## src/rtl/cpu_pkg.sv

```systemverilog
// Shared definitions for the 16-bit WISC CPU.
//   INSTR_W / PC_W : instruction word and PC widths
//   OPC_HLT        : opcode field value of the HLT instruction
//   RESET_PC       : PC value loaded by reset
//   INSTR_BYTES    : byte distance between consecutive instructions
//   fetch_state_e  : fetch stage FSM states
//   pc_add         : modulo-2^16 PC increment helper
package cpu_pkg;

    localparam int unsigned INSTR_W     = 16;
    localparam int unsigned PC_W        = 16;
    localparam logic [3:0]  OPC_HLT     = 4'hF;
    localparam logic [15:0] RESET_PC    = 16'h0000;
    localparam int unsigned INSTR_BYTES = 2;

    typedef enum logic {
        FETCH  = 1'b0,
        HALTED = 1'b1
    } fetch_state_e;

    // PC arithmetic wraps silently at 2^16; there is no carry out.
    function automatic logic [PC_W-1:0] pc_add(input logic [PC_W-1:0] base,
                                               input logic [PC_W-1:0] step);
        return base + step;
    endfunction

endpackage

```

## src/rtl/fetch_pc_reg.sv

```systemverilog
// Fetch PC register with its next-PC mux.
//   clk, rst_n  : clock, asynchronous active-low reset
//   load        : take load_pc (redirect), highest priority
//   load_pc     : redirect target, used exactly as given (odd values included)
//   advance     : step past base_pc (a fetch response was consumed)
//   base_pc     : address of the instruction just returned
//   fetch_pc    : address of the next instruction to request
module fetch_pc_reg
    import cpu_pkg::*;
#(
    parameter logic [PC_W-1:0] RESET_VAL = RESET_PC,
    parameter int unsigned     STEP      = INSTR_BYTES
) (
    input  logic            clk,
    input  logic            rst_n,
    input  logic            load,
    input  logic [PC_W-1:0] load_pc,
    input  logic            advance,
    input  logic [PC_W-1:0] base_pc,
    output logic [PC_W-1:0] fetch_pc
);

    localparam logic [PC_W-1:0] STEP_V = PC_W'(STEP);

    logic [PC_W-1:0] fetch_pc_next;

    always_comb begin
        fetch_pc_next = fetch_pc;
        if (load) begin
            fetch_pc_next = load_pc;
        end else if (advance) begin
            fetch_pc_next = pc_add(base_pc, STEP_V);
        end
    end

    always_ff @(posedge clk or negedge rst_n) begin
        if (!rst_n) begin
            fetch_pc <= RESET_VAL;
        end else begin
            fetch_pc <= fetch_pc_next;
        end
    end

endmodule

```

## src/rtl/fetch_unit.sv

```systemverilog
// Instruction fetch stage of the 16-bit WISC CPU.
//   clk, rst_n     : clock, asynchronous active-low reset
//   imem_req       : read request, held until imem_valid
//   imem_addr      : read address, stable while a request is in flight
//   imem_rdata     : returned instruction word
//   imem_valid     : imem_rdata valid this cycle (may coincide with the request)
//   stall          : downstream not ready; output register holds
//   redirect       : taken branch from execute; squashes output and in-flight fetch
//   redirect_pc    : new fetch PC when redirect=1
//   instr, pc      : registered instruction and its address
//   pc_plus2       : pc + INSTR_BYTES
//   instr_valid    : instr/pc valid
//   fetch_halted   : sticky, set once a HLT is accepted downstream
//
// Handshake: the output pair transfers on a cycle where instr_valid=1 and
// stall=0 ("accept"). A memory transfer happens on a cycle where imem_req=1
// and imem_valid=1; once raised, imem_req and imem_addr stay put until then.
module fetch_unit
    import cpu_pkg::*;
#(
    parameter logic [PC_W-1:0] RESET_PC_P  = RESET_PC,
    parameter logic [3:0]      HALT_OPCODE = OPC_HLT,
    parameter int unsigned     STEP        = INSTR_BYTES
) (
    input  logic               clk,
    input  logic               rst_n,
    output logic               imem_req,
    output logic [PC_W-1:0]    imem_addr,
    input  logic [INSTR_W-1:0] imem_rdata,
    input  logic               imem_valid,
    input  logic               stall,
    input  logic               redirect,
    input  logic [PC_W-1:0]    redirect_pc,
    output logic [INSTR_W-1:0] instr,
    output logic               instr_valid,
    output logic [PC_W-1:0]    pc,
    output logic [PC_W-1:0]    pc_plus2,
    output logic               fetch_halted
);

    localparam logic [PC_W-1:0] STEP_V = PC_W'(STEP);

    fetch_state_e state, state_next;

    logic            busy, busy_next;       // request in flight
    logic            drop, drop_next;       // in-flight response is stale
    logic [PC_W-1:0] req_addr, req_addr_next;

    // One-entry holding slot: a response from a request issued before a
    // stall began can arrive while the output register is still occupied.
    logic               pend_valid, pend_valid_next;
    logic [INSTR_W-1:0] pend_instr, pend_instr_next;
    logic [PC_W-1:0]    pend_pc, pend_pc_next;

    logic [INSTR_W-1:0] instr_next;
    logic               instr_valid_next;
    logic [PC_W-1:0]    pc_next, pc_plus2_next;
    logic               halted_next;

    logic            pc_load, pc_advance;
    logic [PC_W-1:0] fetch_pc;

    logic accept, in_fetch, resp, out_free, hlt_accept;

    fetch_pc_reg #(
        .RESET_VAL (RESET_PC_P),
        .STEP      (STEP)
    ) u_pc_reg (
        .clk      (clk),
        .rst_n    (rst_n),
        .load     (pc_load),
        .load_pc  (redirect_pc),
        .advance  (pc_advance),
        .base_pc  (imem_addr),
        .fetch_pc (fetch_pc)
    );

    assign accept   = instr_valid && !stall;
    assign in_fetch = (state == FETCH);
    assign out_free = !instr_valid || accept;

    // rst_n gates the request so nothing is issued while reset is held.
    assign imem_req = rst_n && in_fetch &&
                      (redirect || (!pend_valid && (busy || !instr_valid || accept)));

    // An in-flight request keeps its address even across a redirect; with
    // nothing in flight a redirect is issued to redirect_pc straight away.
    assign imem_addr = busy     ? req_addr    :
                       redirect ? redirect_pc : fetch_pc;

    assign resp       = imem_req && imem_valid;
    assign hlt_accept = in_fetch && accept && !redirect &&
                        (instr[INSTR_W-1:INSTR_W-4] == HALT_OPCODE);

    always_comb begin
        state_next       = state;
        busy_next        = busy;
        drop_next        = drop;
        req_addr_next    = req_addr;
        pend_valid_next  = pend_valid;
        pend_instr_next  = pend_instr;
        pend_pc_next     = pend_pc;
        instr_next       = instr;
        instr_valid_next = instr_valid;
        pc_next          = pc;
        pc_plus2_next    = pc_plus2;
        halted_next      = fetch_halted;
        pc_load          = 1'b0;
        pc_advance       = 1'b0;

        if (in_fetch) begin
            if (redirect) begin
                instr_valid_next = 1'b0;
                pend_valid_next  = 1'b0;
                pc_load          = 1'b1;
                if (busy && !imem_valid) begin
                    // Let the stale request finish, then discard it.
                    drop_next = 1'b1;
                end else if (!busy && !imem_valid) begin
                    busy_next     = 1'b1;
                    drop_next     = 1'b0;
                    req_addr_next = redirect_pc;
                end else begin
                    // Coinciding response is discarded.
                    busy_next = 1'b0;
                    drop_next = 1'b0;
                end
            end else if (hlt_accept) begin
                state_next       = HALTED;
                halted_next      = 1'b1;
                instr_valid_next = 1'b0;
                busy_next        = 1'b0;
                drop_next        = 1'b0;
                pend_valid_next  = 1'b0;
            end else begin
                if (resp) begin
                    busy_next = 1'b0;
                    if (drop) begin
                        drop_next = 1'b0;
                        if (accept) begin
                            instr_valid_next = 1'b0;
                        end
                    end else begin
                        pc_advance = 1'b1;
                        if (out_free) begin
                            instr_next       = imem_rdata;
                            pc_next          = imem_addr;
                            pc_plus2_next    = pc_add(imem_addr, STEP_V);
                            instr_valid_next = 1'b1;
                        end else begin
                            pend_valid_next = 1'b1;
                            pend_instr_next = imem_rdata;
                            pend_pc_next    = imem_addr;
                        end
                    end
                end else begin
                    if (imem_req && !busy) begin
                        busy_next     = 1'b1;
                        req_addr_next = imem_addr;
                    end
                    if (pend_valid && out_free) begin
                        instr_next       = pend_instr;
                        pc_next          = pend_pc;
                        pc_plus2_next    = pc_add(pend_pc, STEP_V);
                        instr_valid_next = 1'b1;
                        pend_valid_next  = 1'b0;
                    end else if (accept) begin
                        instr_valid_next = 1'b0;
                    end
                end
            end
        end
    end

    always_ff @(posedge clk or negedge rst_n) begin
        if (!rst_n) begin
            state <= FETCH;
        end else begin
            state <= state_next;
        end
    end

    always_ff @(posedge clk or negedge rst_n) begin
        if (!rst_n) begin
            busy         <= 1'b0;
            drop         <= 1'b0;
            req_addr     <= RESET_PC_P;
            pend_valid   <= 1'b0;
            pend_instr   <= '0;
            pend_pc      <= RESET_PC_P;
            instr        <= '0;
            instr_valid  <= 1'b0;
            pc           <= RESET_PC_P;
            pc_plus2     <= pc_add(RESET_PC_P, STEP_V);
            fetch_halted <= 1'b0;
        end else begin
            busy         <= busy_next;
            drop         <= drop_next;
            req_addr     <= req_addr_next;
            pend_valid   <= pend_valid_next;
            pend_instr   <= pend_instr_next;
            pend_pc      <= pend_pc_next;
            instr        <= instr_next;
            instr_valid  <= instr_valid_next;
            pc           <= pc_next;
            pc_plus2     <= pc_plus2_next;
            fetch_halted <= halted_next;
        end
    end

endmodule

```

## config.mk

```make
export PLATFORM = sky130hd
export DESIGN_NAME = fetch_unit
export DESIGN_NICKNAME = d
export VERILOG_FILES = /design/src/rtl/cpu_pkg.sv /design/src/rtl/fetch_pc_reg.sv /design/src/rtl/fetch_unit.sv
export SDC_FILE = /design/constraint.sdc
export NUM_CORES = 1
export LEC_CHECK = 0
export ABC_AREA = 1
export CAP_MARGIN = 5
export CORE_MARGIN = 2
export CORE_UTILIZATION = 35
export CTS_BUF_LIST = sky130_fd_sc_hd__clkbuf_8 sky130_fd_sc_hd__clkbuf_16
export CTS_CLUSTER_SIZE = 25
export DETAILED_ROUTE_END_ITERATION = 10
export HOLD_SLACK_MARGIN = 0.06
export MAX_ROUTING_LAYER = met4
export SLEW_MARGIN = 20
export SYNTH_ARGS = -nofsm -noshare
export SYNTH_HDL_FRONTEND = slang
export SYNTH_SLANG_ARGS = --single-unit
```

## constraint.sdc

```tcl
create_clock -name clk -period 4.3 [get_ports clk]
set_input_delay 0.86 -clock clk [delete_from_list [all_inputs] [get_ports clk]]
set_output_delay 0.86 -clock clk [all_outputs]
set_load 0.03 [all_outputs]
```

==> results by group <==
Min path
  – Hold Path Cell Cnt: 1
  – Hold Crit Class: reg -> reg
  – Hold Path Origin: fetch_halted
  – Min-Delay Endpoint: fetch_halted

Clocking
  – Clk_lat worst skew: between 0.4 and 0.5 ns
  – Clock tree buffer depth: 2
  – CTS H-tree lvls: 4
  – Reg clk slew, reported paths: 0.06 ns
  – Post-CTS Hold Fix Bufs: 0
  – Post-CTS sizing: 0
  – TritonCTS Buffers: 17
  – Post-CTS setup repair buffer count: 0
  – Root buf cell: clkbuf_16
  – TritonCTS clock tree: built
  – Number of clock sinks: ~120

Power
  – Switching part of the total: 0.218
  – Sequential power share: 0.412
  – Max IR drop VDD: roughly 270 uV
  – Leakage: approximately 4.0 nW
  – Sw power: 0.000589 W
  – Clock power share: 0.549
  – P_int: ~0.0021 W
  – Combinational Power Share: 0.039
  – Power Density: roughly 330 nW/um^2

Placement
  – GPL Wtd Cong: between 0.8 and 0.9
  – Dpl hpwl: around 13,000 um
  – Port bufs: 103
  – Place WS: approximately 0.52 ns

STA
  – Fin. Hold Viols: 0
  – TNS Setup: 0 ns
  – Tcrit/Tclk final: 0.877
  – Max Freq: approximately 0.27 GHz
  – Setup violators final: 0
  – Worst-Margin Slew: slightly above 0.8 ns
  – Tmin final: roughly 3.8 ns
  – Slew Limit Fails: 0
  – PnR worst setup slack: 0.529 ns
  – Relative slew slack: 0.460
  – RSZ-0062 raised after global routing: no
  – Clock Skews: 0.00765 ns

Synth
  – Async set or reset register ratio after synthesis: 1.00
  – Syn_area_per_cell: ~7.1 um^2
  – Syn nets: 945
  – Mapped Area: ~6500 um^2
  – Yosys warnings: 0
  – Top post-synthesis cells by count: 362 x nand2_1, 116 x dfrtp_1, 109 x o21ai_0
  – Syn Inst Count: 906
  – Most common cell in the netlist: nand2_1
  – #FFs+latches synth: about 120
  – Area fraction of the dominant cell type after synthesis: 0.448
  – Post-synth top area cell: dfrtp_1
  – Sequential area share after synthesis: 0.453
  – Dominant synthesized flop cell: dfrtp_1
  – Synth top area cells: dfrtp_1 45%, nand2_1 21%, o21ai_0 8.4%
  – EDFF count, synth: 0
  – Post-synth cell types: 35

Outcome
  – Status: finished clean

GRT
  – M3 GR Usage: 0.0366
  – Number of global-route vias before repair: approximately 5.4k
  – First-pass GRT wire length: between 20,000 and 30,000 um
  – Met1 usage: 0.279
  – Grt total ovfl: 0
  – Aggregate global-route resource usage: 0.193
  – Largest net degree at the start of global routing: 60
  – Met2 Track Usage GR: 0.280
  – Initial antenna violation count: 0
  – Most Used Layer, Global Route: met2

Floorplan
  – CORE AREA: 18,000 um^2
  – Number of cell rows: a little under 50
  – I/O pins: approximately 100
  – Starting density of the core: 0.359
  – Die Ht: between 100 and 150 um
  – Die X-Extent: 140 um
  – Die footprint: about 20,000 um^2

Critical path
  – CP arrival: between 2 and 3 ns
  – Reg2reg start: busy
  – Source of the critical timing path: redirect
  – Worst R2R Path Depth: 6
  – Setup slack, reg-to-reg: approximately 1.8 ns
  – Required @ worst endpoint: 3.44 ns
  – Crit path max fanout: 13
  – CP Launch Type: primary input
  – Crit Path Class: in -> out
  – Reg2Reg Capture Point: u_pc_reg.fetch_pc[15]
  – CP Capture Type: primary output

Cells and area
  – Share of layout cells above drive strength 1: 0.0970
  – # fillers: ~1.9k
  – Post-layout util: 0.458
  – Fin nets: between 1k and 1.5k
  – Number of diodes: 0
  – Layout area overhead: 27.5%

Detailed routing
  – Via count: between 5k and 6k
  – Initial DRC Count: 265
  – Antenna-violating nets left: 0
  – Routed wire length: between 15,000 and 20,000 um
  – DR WL/cell: between 10 and 15 um
  – Remaining DRCs: 0
  – First drt pass iteration count: 5
  – Via-to-Cell Ratio: roughly 4.7

Run
  – Max cap viols: 0
==> worst max-delay path: stages <==
cell and delay (ns):
clkdlybuf4s50_1 0.70, buf_4 0.26, nand2_1 0.08, nand3_1 0.10, nand2_2 0.11, inv_1 0.11, clkdlybuf4s50_1 0.69
==> through the flow <==
stage               power [W]  instances  hold WS, ns  cell area (um^2)
floorplan             0.00117        906        0.446              6470
global placement      0.00124       1207        0.457              7640
detailed placement    0.00124       1207        0.461              7640
CTS                   0.00273       1239        0.475              8250
global route          0.00280       1239        0.492              8250
finish                0.00271       1239        0.467              8250
==> cell usage in the layout (no fill, tap or decap), drive strengths merged, types with 3 or more instances in the layout <==
cell,instances
a21oi,15
buf,25
bufinv,4
clkbuf,17
clkdlybuf4s50,91
clkinv,5
clkinvlp,3
dfrtp,116
inv,81
nand2,372
nand3,45
nand4,3
nor2,77
nor3,3
o21ai,117
or2,12
xor2,12
==> cell families after synthesis <==
logic type                 share of synthesized area
buffers and inverters                         0.0862
and+or+nand+nor                                0.330
DFF                                            0.453
adders and majority gates                    0.00387
xor gates and xnor gates                      0.0189
AOI/OAI and AO/OA                              0.109
==> area by class of cell <==
| class | count | area, um^2 | share of cell area |
|---|---|---|---|
| multi-input cells | 667 | 2990 | 0.362 |
| inverters | 78 | 298 | 0.0361 |
| flip-flops and latches | 117 | 2930 | 0.355 |
| clock inverters | 15 | 191 | 0.0232 |
| repair buffers | 116 | 1140 | 0.138 |
| clock buffers | 17 | 425 | 0.0515 |
| well taps | 229 | 287 | 0.0347 |
==> routing by layer <==
metal	vias to the layer above	routed length, um
met3	17	784
met1	2695	9080
met2	134	7890
met5	-	0
li1	3028	-
met4	0	229
==> power groups by stage <==
stage | clock [W] | sequential (W) | combinational, W
detailed placement | 0 | 0.00113 | 0.000107
finish | 0.00149 | 0.00112 | 0.000105
floorplan | 0 | 0.00113 | 0.0000365
CTS | 0.00151 | 0.00112 | 0.000107
global route | 0.00157 | 0.00112 | 0.000118
global placement | 0 | 0.00113 | 0.000106
==> worst max path at each step <==
stage,endpoint,slack [ns],cells after the start
detailed placement,imem_addr[6],0.52,7
global route,imem_addr[6],0.39,7
global placement,imem_addr[5],0.55,7
floorplan,imem_addr[0],1.48,4
finish,imem_addr[6],0.53,7
CTS,imem_addr[6],0.52,7
Note: power is estimated with default switching activity, not from simulation.
